### src/rtl/rep_sub_div.sv
// Sequential 16-bit unsigned divider by repeated subtraction.
// Operands arrive on a shared bus in two cycles. Quotient and remainder are latched with a one-cycle done pulse.
module rep_sub_div (
  input  logic        clk,
  input  logic        rst,
  input  logic        start,
  input  logic [15:0] data_in,
  output logic [15:0] quot,
  output logic [15:0] remd,
  output logic        done,
  output logic        busy,
  output logic        dz
);

  typedef enum logic [1:0] {
    IDLE   = 2'd0,
    LOAD_B = 2'd1,
    SUB    = 2'd2,
    DONE   = 2'd3
  } state_t;

  state_t      state_r;
  state_t      state_next_s;
  logic [15:0] rem_r;
  logic [15:0] div_r;
  logic [15:0] cnt_r;
  logic        div_zero_s;
  logic        rem_ge_s;
  logic        busy_next_s;
  logic        done_next_s;

  // True when another subtraction step fits without underflow.
  function automatic logic step_fits(input logic [15:0] r, input logic [15:0] b);
    step_fits = (r >= b);
  endfunction

  // Datapath status flags used by both the FSM and the datapath registers.
  always_comb begin
    div_zero_s = (div_r == 16'd0);
    rem_ge_s   = step_fits(rem_r, div_r);
  end

  // State register.
  always_ff @(posedge clk or posedge rst) begin
    if (rst) begin
      state_r <= IDLE;
    end else begin
      state_r <= state_next_s;
    end
  end

  // Next-state logic.
  always_comb begin
    state_next_s = IDLE;
    case (state_r)
      IDLE: begin
        if (start) begin
          state_next_s = LOAD_B;
        end else begin
          state_next_s = IDLE;
        end
      end
      LOAD_B: state_next_s = SUB;
      SUB: begin
        if (div_zero_s || !rem_ge_s) begin
          state_next_s = DONE;
        end else begin
          state_next_s = SUB;
        end
      end
      DONE:    state_next_s = IDLE;
      default: state_next_s = IDLE;
    endcase
  end

  // Output decode from the upcoming state, so the flags can be registered without added latency.
  always_comb begin
    busy_next_s = 1'b0;
    done_next_s = 1'b0;
    case (state_next_s)
      IDLE: begin
        busy_next_s = 1'b0;
        done_next_s = 1'b0;
      end
      LOAD_B, SUB: begin
        busy_next_s = 1'b1;
        done_next_s = 1'b0;
      end
      DONE: begin
        busy_next_s = 1'b1;
        done_next_s = 1'b1;
      end
      default: begin
        busy_next_s = 1'b0;
        done_next_s = 1'b0;
      end
    endcase
  end

  // Registered status flags.
  always_ff @(posedge clk or posedge rst) begin
    if (rst) begin
      busy <= 1'b0;
      done <= 1'b0;
    end else begin
      busy <= busy_next_s;
      done <= done_next_s;
    end
  end

  // Working registers and result latches. Results move only on the SUB->DONE transition.
  always_ff @(posedge clk or posedge rst) begin
    if (rst) begin
      rem_r <= 16'd0;
      div_r <= 16'd0;
      cnt_r <= 16'd0;
      quot  <= 16'd0;
      remd  <= 16'd0;
      dz    <= 1'b0;
    end else begin
      case (state_r)
        IDLE: begin
          if (start) begin
            rem_r <= data_in;
            cnt_r <= 16'd0;
          end
        end
        LOAD_B: begin
          div_r <= data_in;
        end
        SUB: begin
          if (div_zero_s) begin
            quot <= 16'hFFFF;
            remd <= rem_r;
            dz   <= 1'b1;
          end else if (rem_ge_s) begin
            rem_r <= rem_r - div_r;
            cnt_r <= cnt_r + 16'd1;
          end else begin
            quot <= cnt_r;
            remd <= rem_r;
            dz   <= 1'b0;
          end
        end
        DONE: begin
          rem_r <= rem_r;
        end
        default: begin
          rem_r <= 16'd0;
        end
      endcase
    end
  end

endmodule

### config.mk
export PLATFORM = sky130hd
export DESIGN_NAME = rep_sub_div
export DESIGN_NICKNAME = d
export VERILOG_FILES = /design/src/rtl/rep_sub_div.sv
export SDC_FILE = /design/constraint.sdc
export NUM_CORES = 1
export LEC_CHECK = 0
export ABC_AREA = 0
export BUFFER_PORTS_ARGS = -buffer_cell sky130_fd_sc_hd__clkbuf_2
export CAP_MARGIN = 30
export CORE_ASPECT_RATIO = 2
export CORE_MARGIN = 4
export CORE_UTILIZATION = 35
export CTS_CLUSTER_SIZE = 16
export DETAILED_ROUTE_END_ITERATION = 12
export GPL_TIMING_DRIVEN = 0
export PLACE_DENSITY = 0.58
export RECOVER_POWER = 100
export SETUP_SLACK_MARGIN = 0.3
export SLEW_MARGIN = 20
export SYNTH_ARGS = -nofsm -noshare
export SYNTH_HDL_FRONTEND = slang
export SYNTH_SLANG_ARGS = --single-unit
### constraint.sdc
create_clock -name clk -period 5.8 [get_ports clk]
set_input_delay 0.87 -clock clk [delete_from_list [all_inputs] [get_ports clk]]
set_output_delay 0.87 -clock clk [all_outputs]
set_load 0.005 [all_outputs]
# After elaboration in Yosys (flattened, before gate mapping)
# Index checks and enable logic that the tools add are counted.
totals:
  reg_bits: 85
  in_bits: 19
  output_inout_bits: 35
  wordCells: 51
classes:
  add_sub_neg: 2
  order_cmp: 1
  eq_ne: 10
  n_mux: 19
  reduce_logical: 10
op_table:
  columns: ["cell", "count"]
  rows:
  - ["two-way mux 16 bit", 10]
  - ["one-hot mux 16 bit (2 select lines)", 2]
  - ["adder 16 x 1 -> 16 bit, second input constant", 1]
  - ["greater-or-equal comparator 16 bit", 1]
  - ["logical NOT 16 bit", 1]
  - ["subtractor 16 bit", 1]
  - ["== test 2 bit, second input constant", 4]
  - ["!= test 2 bit, second input constant", 4]
  - ["one-hot mux 2 bit (4 select lines)", 1]
  - ["OR reduction 3 bit", 2]
  - ["== test 2 x 1 -> 1 bit, second input constant", 2]
  - ["logical NOT 2 bit", 2]
  - ["two-way mux 1 bit", 4]
  - ["one-hot mux 1 bit (2 select lines)", 2]
  - ["AND reduction 4 bit", 1]
  - ["AND reduction 2 bit", 1]
  - ["nonzero test 2 bit", 1]
  - ["logical NOT 1 bit", 1]
  - ["logical OR 1 bit", 1]

# Longest topological paths before layout
# Gate-level depths: netlist of the first run.
depth:
  word_depth: 8
  ltp_mapped: 12
  ltp_nobuf: 10

# Least setup slack after synthesis of the first run
# Ideal clock, no wire load.
synth_timing:
  path_type: "register to register"
  startpoint: "reg div_r[0]"
  endpoint: "reg cnt_r[10]"
  setup_time_ns: 0.092
  t_arrival_ns: 2.297
  t_required_ns: 5.708
  setup_slack_ns: 3.411
  stages_incl_launch_ff: 12
  n_path_buf: 2
  cell_sequence: "dfrtp_1 -> ha_1 -> fa_1 -> nand2b_1 -> a21oi_1 -> o21ai_1 -> a31oi_4 -> and2_1 -> buf_6 -> nand2_4 -> buf_6 -> o31ai_2"
synth_between:
  elab_chain_cells: 3
  word_cells_on_any_way: 5
  classes_between: "order compare (1); eq/ne (2); reduce/logical (2)"
synth_rtl:
  columns: ["item", "line", "source"]
  rows:
  - ["start: declaration", "25", "logic [15:0] div_r;"]
  - ["start signal: assignment", "129", "div_r <= data_in;"]
  - ["greater-or-equal comparator 16 bit or logical NOT 16 bit (tied branches)", "34, 39", null]
  - ["!= test 2 bit (no source line)", null, null]
  - ["AND reduction 4 bit (no source line) *", null, null]
  - ["end signal: assignment", "138", "cnt_r <= cnt_r + 16'd1;"]
  - ["end: declaration", "26", "logic [15:0] cnt_r;"]
# Mark *: on every way between the ends. The rest lies on a longest branch, timed or not.
# A chain may end at the register's enable or synchronous reset.

# Final worst setup path of the first run
layout_timing:
  startpoint: "reg div_r[0]"
  endpoint: "reg remd[5]"
layout_between:
  elab_chain_cells: 3
  word_cells_on_any_way: 5
  classes_between: "order compare (1); eq/ne (1); mux (1); reduce/logical (2)"
layout_rtl:
  columns: ["item", "line", "source"]
  rows:
  - ["greater-or-equal comparator 16 bit or logical NOT 16 bit (tied branches)", "34, 39", null]
  - ["!= test 2 bit (no source line)", null, null]
  - ["AND reduction 2 bit (no source line)", null, null]
  - ["end signal: assignment", "134", "remd <= rem_r;"]
  - ["end signal: assignment", "141", "remd <= rem_r;"]
  - ["end: declaration", "9", "output logic [15:0] remd,"]
# Several ways; a longest one is shown, not always the timed one.

==> results of run 1 <==
## cell families after synthesis
logic type,count (synthesis),share of synthesized area (%)
compound gates,101,14.9
xor+xnor,12,2.27
fa+ha+maj,21,5.83
buf+inv,45,4.83
flops,85,45.9
mux,45,10.7
simple gates,150,15.6
## power by group through the flow
stage | Combinational [mW] | Sequential (mW) | Clock [mW]
floorplan | 1.44 | 0.904 | 0
global placement | 1.96 | 0.930 | 0
detailed placement | 1.99 | 0.934 | 0
CTS | 2.00 | 0.924 | 0.592
global route | 2.09 | 0.945 | 0.615
finish | 1.87 | 0.920 | 0.578
## sequential cells by signal, indices dropped and copies added, names as in the netlist
signal	cells
busy	1
rem_r	16
cnt_r	16
quot	16
remd	16
done	1
div_r	16
state_r	2
dz	1
## per-layer routing
layer,track usage (%),vias to the layer above
met3,2.65,30
met5,0,-
met4,10.6,0
met1,17.3,1742
li1,-,1734
met2,31.9,78
## final cells by class
class | instances | area (sq um) | share of cell area (%)
clock buffers | 12 | 246 | 4.67
plain buffers | 23 | 101 | 1.92
multi-input cells | 329 | 2210 | 41.9
clock inverters | 4 | 47.5 | 0.901
flip-flops and latches | 85 | 2130 | 40.3
repair buffers | 54 | 270 | 5.12
well taps | 152 | 190 | 3.61
inverters | 22 | 83.8 | 1.59
## cell usage in the layout (no fill, tap or decap), drive strengths merged, types with 3 or more instances in the layout
cell type and count:
dfrtp 85, clkbuf 83, nand2 71, o21ai 52
mux2i 28, inv 21, ha 20, nor2 17
mux2 17, nand3 15, a21oi 14, and2 10
o31ai 8, xor2 7, nand2b 6, or2 6
buf 6, nand4 5, nor2b 5, o211ai 5
xnor2 5, a31oi 5, nor4 3, o41ai 3
## worst reg2reg max path: stages (launching register included)
cell and delay, ns:
dfrtp_1 0.40, ha_1 0.22, fa_1 0.39, nand2b_1 0.22, a21oi_1 0.22, o21ai_0 0.23
a31oi_4 0.24, clkbuf_1 0.55, clkbuf_1 0.55, mux2_1 0.39
## metrics by stage
| stage | setup slack [ns] | total power [mW] | instances | hold slack (ns) | util [%] |
|---|---|---|---|---|---|
| floorplan | 2.74 | 2.34 | 459 | 0.471 | - |
| global placement | 1.65 | 2.89 | 664 | 0.465 | 39.2 |
| detailed placement | 2.99 | 2.92 | 665 | 0.467 | 39.4 |
| CTS | 2.97 | 3.52 | 681 | 0.483 | 41.7 |
| global route | 2.02 | 3.65 | 681 | 0.496 | 40.6 |
| finish | 2.27 | 3.36 | 681 | 0.475 | 40.6 |
## path summary, 6_finish.rpt
kind / slack, ns / endpoint / cells after the start
setup / recovery: 2.27 / remd[5]$_DFFE_PP0P_ / 9
hold / removal: 0.48 / dz$_DFFE_PP0P_ / 2
setup reg to reg: 2.27 / remd[5]$_DFFE_PP0P_ / 9
hold reg to reg: 0.48 / dz$_DFFE_PP0P_ / 2
max in group asynchronous: 4.12 / div_r[4]$_DFFE_PP0N_ / 3
min in group asynchronous: 0.82 / quot[0]$_DFFE_PP0P_ / 2
==> out/qor.csv, run 1 <==
metric,value,unit
netSwitchingPower,1.48,mW
worstSetupEndpointType,register,
wl_met2,6980,um
yosys.cell_count.top_type,dfrtp_1,
hold_class,register to register,
yosys_most_used_dff,dfrtp_1,
fp-row-count,59,
root_buffer,clkbuf_16,
yosys_warnings,0,
fin_skew,0.00884,ns
hold_start,dz$_DFFE_PP0P_,
dr.first_iter.drc_count,175,
ant_nets,0,
required,6.01,ns
maxCapViolCount,0,
finalSetupViolCount,0,
antenna_found_initial,0,
combPwrFrac,55.5,%
synth_enable_flop_cells,0,
globalRouteTotalUtil,17.3,%
synth.net_count,499,
clk_latency,0.34,ns
period_needed,3.53,ns
worst_path_largest_cell_delay,0.55,ns
p_leak,2.52,nW
irDropWorstVdd,0.240,mV
die_area,15300,sq um
cts_hold_buffers,0,
reg2reg_from,div_r[0]$_DFFE_PP0N_,
syn_area,4630,sq um
swShare,44.1,%
crit_buf_inv,2,
htreeDepth,3,
finalCritPeriodShare,60.9,%
finalHoldViolCount,0,
ys_top_cells_by_area,"dfrtp_1 (46%), mux2i_1 (6.0%), nand2_1 (5.6%)",
nets,564,
rsz0062_at_grt,false,
grt-ovfl-total,0,
grt_pass1_wl,19700,um
dp_hpwl,9640,um
syn_area_per_cell,10.1,sq um
seqPwrFrac,27.3,%
highest_layer,met4,
cts_buffer_depth,2,
cp_max_fo,10,
fmaxAchievable,283,MHz
n_antenna_cell,0,
synth-seq-cells,85,
drv_slew,0,
status,completed,
cts_setup_buffers,0,
syn_to_final_growth,13.8,%
wl,12400,um
yosysTopAreaCellShare,45.9,%
cellPowerDensity,638,nW/um^2
core-area,13000,sq um
fillers,1337,
yosysUniqueCellTypes,56,
placed_cell_area,5120,sq um
synthCells,459,
start_kind,register,
cts_buffers,9,
cts_tree,yes,
met1Wirelength,4480,um
max-slew-margin-rel,5.84,%
p_clk_share,17.2,%
die_w,89.4,um
tns,0,ns
drive_gt1_share,14.9,%
crit_chain,ha_1 > fa_1 > nand2b_1 > a21oi_1 > o21ai_0 > a31oi_4 > clkbuf_1 > clkbuf_1 > mux2_1,
cp_slowest_cell,clkbuf_1,
worstSetupPathType,register to register,
drt-vias-per-instance,5.26,
clk_transition_reported_paths,0.06,ns
yosys-top-cells-count,"dfrtp_1 (85), nand2_1 (69), o21ai_0 (47)",
dr_wl_met3,338,um
grt_max_degree,58,
finalInstanceArea,5280,sq um
internal_power,1.88,mW
route.detailed.wl_per_inst,18.2,um
worstMarginPinSlew,1.40,ns
cts.repair.resized,0,
yosys.area.top_type,dfrtp_1,
dieHeight,171,um
async_reset_ff_share,100,%
first_pass_iters,4,
io_pins,54,
crit_start,div_r[0]$_DFFE_PP0N_,
ys_seq_area_share,45.9,%
path_delay_family,buffers and inverters,
clock_sinks,85,
path_common_cell,clkbuf_1,
cp.arrival,3.75,ns
initial_core_util,35.7,%
drc,0,
io_buffers,53,
first_global_vias,3802,
vias,3584,
gp_congestion,0.865,
No activity file was read; power rests on OpenSTA's default activity.
==> inputs of run 2 (changes only) <==
PLACE_DENSITY = 0.6   (was 0.58)
clock period = 3.1 ns   (was 5.8 ns; I/O delays follow)
==> out/qor.csv, run 2 (synthesis gave the netlist of run 1 again) <==
metric,value,unit
fin_skew,0.00745,ns
io_buffers,53,
grt-ovfl-total,0,
finalSetupViolCount,0,
fmaxAchievable,365,MHz
worst_path_largest_cell_delay,0.49,ns
cts_buffer_depth,2,
hold_class,input port to register,
syn_to_final_growth,14.9,%
worstSetupEndpointType,register,
antenna_found_initial,0,
dr.first_iter.drc_count,154,
period_needed,2.74,ns
cellPowerDensity,1220,nW/um^2
rsz0062_at_grt,false,
clk_latency,0.34,ns
gp_congestion,0.865,
p_leak,2.54,nW
cts_buffers,9,
cts_tree,yes,
io_pins,54,
status,completed,
clock_sinks,85,
cp.arrival,2.95,ns
drt-vias-per-instance,5.31,
wl,12700,um
max-slew-margin-rel,6.44,%
drc,0,
start_kind,register,
worst_hold_slack,0.359,ns
crit_buf_inv,3,
drive_gt1_share,15.3,%
place_ws,0.305,ns
fillers,1319,
finalCritPeriodShare,88.4,%
path_delay_family,compound AO/OA/AOI/OAI gates,
grt_pass1_wl,20200,um
worstMarginPinSlew,1.40,ns
cp_slowest_cell,a221oi_1,
worst_slack,0.360,ns
final_cell_mix,"dfrtp_1 (85), nand2_1 (69), o21ai_0 (48), clkbuf_1 (37), mux2i_1 (28)",
grt_max_degree,58,
required,3.31,ns
dp_hpwl,9860,um
root_buffer,clkbuf_16,
drv_slew,0,
globalRouteTotalUtil,17.8,%
first_global_vias,3910,
ant_nets,0,
cp_max_fo,10,
maxCapViolCount,0,
tns,0,ns
final_common_cell,dfrtp_1,
finalHoldViolCount,0,
route.detailed.wl_per_inst,18.7,um
cts_setup_buffers,0,
htreeDepth,3,
worstSetupPathType,register to register,
first_pass_iters,5,
n_antenna_cell,0,
fp-row-count,59,
dieHeight,171,um
die_area,15300,sq um
irDropWorstVdd,0.443,mV
clk_transition_reported_paths,0.06,ns
die_w,89.4,um
core-area,13000,sq um
nets,564,
crit_chain,ha_1 > buf_4 > a21oi_2 > nand2_1 > a221oi_1 > a31oi_4 > and2_0 > buf_6 > buf_2 > nor2_1 > a31oi_1,
initial_core_util,35.7,%
vias,3610,
-- run 2: cell types whose count changed in the layout (fill, tap and decap cells not counted), moves of 4 or more --
cell	delta
clkbuf_2	-10
o31ai_2	-5
buf_2	+4
o31ai_1	+5
buf_6	+4
-- run 2: repair_timing --
item	4_1_cts	5_1_grt
endpoints found under the hold margin	0	0
hold buffers	0	0
cloned	0	0
pin swaps	1	1
gates resized for setup	3	1
setup endpoints to repair	4	10
-- run 2: path summary, 6_finish.rpt --
check | cells past startpoint | slack, ns | endpoint | start
min in group asynchronous | 2 | 0.42 | remd[10]$_DFFE_PP0P_ | rst
min reg2reg | 2 | 0.48 | dz$_DFFE_PP0P_ | dz$_DFFE_PP0P_
max in group asynchronous | 3 | 1.84 | div_r[9]$_DFFE_PP0N_ | rst
max | 11 | 0.36 | rem_r[15]$_DFFE_PP0P_ | rem_r[14]$_DFFE_PP0P_
min | 3 | 0.36 | div_r[6]$_DFFE_PP0N_ | data_in[6]
max reg2reg | 11 | 0.36 | rem_r[15]$_DFFE_PP0P_ | rem_r[14]$_DFFE_PP0P_
-- run 2: final cells by class --
class,count,area (sq um),share of cell area (%)
tap,152,190,3.57
inverter,22,83.8,1.57
buffer,23,141,2.65
sequential,85,2130,39.9
multi-input combinational,329,2230,41.8
clock buffer,11,253,4.75
timing repair buffer,54,256,4.82
clock inverter,4,47.5,0.893
-- run 2: stage by stage --
| step | total power [mW] | cells | utilization (%) | instance area, sq um |
|---|---|---|---|---|
| after floorplan | 4.38 | 459 | - | 4630 |
| after global placement | 5.41 | 664 | 39.2 | 5090 |
| after detailed placement | 5.49 | 665 | 39.4 | 5120 |
| after CTS | 6.66 | 680 | 41.8 | 5440 |
| after global routing | 6.99 | 680 | 41.0 | 5330 |
| final | 6.48 | 680 | 41.0 | 5330 |
-- run 2: layer usage --
layer  global-route usage (%)  routed length [um]
met5                        0                   0
met4                     9.53                 573
met3                     2.12                 283
met2                     35.1                7620
met1                     16.7                4210
-- run 2: worst register-to-register path, stage by stage, from the launching register on --
cell      delay, ns
dfrtp_1        0.44
ha_1           0.31
buf_4          0.17
a21oi_2        0.21
nand2_1        0.08
a221oi_1       0.49
a31oi_4        0.20
and2_0         0.19
buf_6          0.14
buf_2          0.19
nor2_1         0.13
a31oi_1        0.07
-- run 2: where the power goes --
part / leakage (nW) / switching (mW) / internal (mW) / total (mW)
combinational: 1.30 / 2.17 / 1.48 / 3.64
clock: 0.147 / 0.441 / 0.661 / 1.10
sequential: 1.09 / 0.241 / 1.49 / 1.73
==> inputs of run 3 (changes only) <==
REMOVE_ABC_BUFFERS = 1   (was not set)
==> out/qor.csv, run 3 (synthesis gave the netlist of run 1 again) <==
metric,value,unit
max-slew-margin-rel,-21.4,%
cts_tree,yes,
nets,551,
die_w,89.4,um
busiest_layer,met2,
drv_slew,41,
reg2reg_from,div_r[0]$_DFFE_PP0N_,
grt_pass1_wl,18700,um
start_kind,register,
io_pins,54,
worstSetupPathType,register to register,
cts_hold_buffers,0,
irDropWorstVdd,0.511,mV
core-area,13000,sq um
dp_hpwl,8120,um
worst_hold_slack,0.356,ns
placed_cell_area,5030,sq um
hold_start,data_in[15],
cellPowerDensity,1210,nW/um^2
fin_skew,0.00813,ns
root_buffer,clkbuf_16,
gp_congestion,0.911,
cp_slowest_cell,a31oi_2,
first_global_vias,3829,
cp_max_fo,10,
globalRouteMet3Util,2.60,%
violations,"max-capacitance violations, max-slew violations",
drive_gt1_share,19.0,%
p_leak,2.56,nW
ant_nets,0,
cts_buffer_depth,2,
place_inst,645,
grt-ovfl-total,0,
multi_input_area,2360,sq um
syn_to_final_growth,16.7,%
worstSetupEndpointType,register,
hold_class,input port to register,
status,"finished, violations left",
finalSetupViolCount,0,
finalCritPeriodShare,92.7,%
tns,0,ns
globalRouteTotalUtil,16.1,%
finalNonFillerCells,668,
crit_chain,ha_1 > fa_1 > nand2b_2 > a21oi_1 > o21ai_2 > a31oi_2 > mux2_4,
n_antenna_cell,0,
period_needed,2.87,ns
grt_max_degree,47,
finalHoldViolCount,0,
fp-row-count,59,
antenna_found_initial,0,
finalInstanceArea,5410,sq um
required,3.33,ns
dr.first_iter.drc_count,141,
worst_slack,0.227,ns
gr-usage-met1,15.7,%
drc,0,
cts_buffers,9,
crit_start,div_r[0]$_DFFE_PP0N_,
final_common_cell,dfrtp_1,
die_area,15300,sq um
clock_sinks,85,
io_buffers,53,
place_ws,-0.833,ns
worst_path_largest_cell_delay,0.74,ns
first_pass_iters,5,
route.detailed.wl_per_inst,16.9,um
fillers,1265,
rsz0062_at_grt,true,
cp.arrival,3.10,ns
final_cell_mix,"dfrtp_1 (85), nand2_1 (69), o21ai_0 (45), clkbuf_2 (31), mux2i_1 (28)",
fmaxAchievable,348,MHz
htreeDepth,3,
clk_latency,0.34,ns
grt_use_met2,30.0,%
vias,3573,
drt-vias-per-instance,5.35,
wl,11300,um
initial_core_util,35.7,%
power,6.57,mW
regArea,2130,sq um
clk_transition_reported_paths,0.06,ns
dieHeight,171,um
worstMarginPinSlew,1.81,ns
final_util,41.6,%
maxCapViolCount,1,
## run 3: worst max-delay path: cells and delay by family (launching register included)
family | cells | cell delay [ns]
simple gates | 1 | 0.22
compound gates | 3 | 1.13
fa+ha+maj | 2 | 0.64
flops | 1 | 0.41
mux | 1 | 0.35
## run 3: final cells by class
class	instances	area share, %
Tap cell	152	3.52
Inverter	22	1.55
Clock buffer	11	4.67
Clock inverter	5	1.53
Timing Repair Buffer	63	5.81
Sequential cell	85	39.3
Multi-Input combinational cell	330	43.6
## run 3: worst paths after layout
check / endpoint / slack [ns] / cells after the start
setup / recovery: remd[4]$_DFFE_PP0P_ / 0.23 / 7
hold / removal: div_r[15]$_DFFE_PP0N_ / 0.36 / 3
setup reg to reg: remd[4]$_DFFE_PP0P_ / 0.23 / 7
hold reg to reg: dz$_DFFE_PP0P_ / 0.48 / 2
max in group asynchronous: rem_r[10]$_DFFE_PP0P_ / 0.73 / 3
min in group asynchronous: done$_DFF_PP0_ / 0.55 / 2
## run 3: per-layer routing
metal | part of all wire (%) | up-vias | wire length, um
met5 | 0 | - | 0
met4 | 4.5 | 0 | 512
met3 | 3.1 | 37 | 346
met2 | 57 | 80 | 6430
met1 | 36 | 1748 | 4030
li1 | - | 1708 | -
## run 3: what timing repair did
item	4_1_cts	5_1_grt
hold endpoints to repair	0	0
gates cloned	1	0
gates resized for setup	11	18
setup endpoints to repair	57	37
pin swaps	2	2
setup buffers	4	2
## run 3: report_power, final
part	internal (mW)	total, mW	leakage [nW]	switching [mW]
combinational	1.52	3.63	1.31	2.11
sequential	1.49	1.73	1.09	0.239
clock	0.752	1.21	0.166	0.460
total	3.76	6.57	2.56	2.80
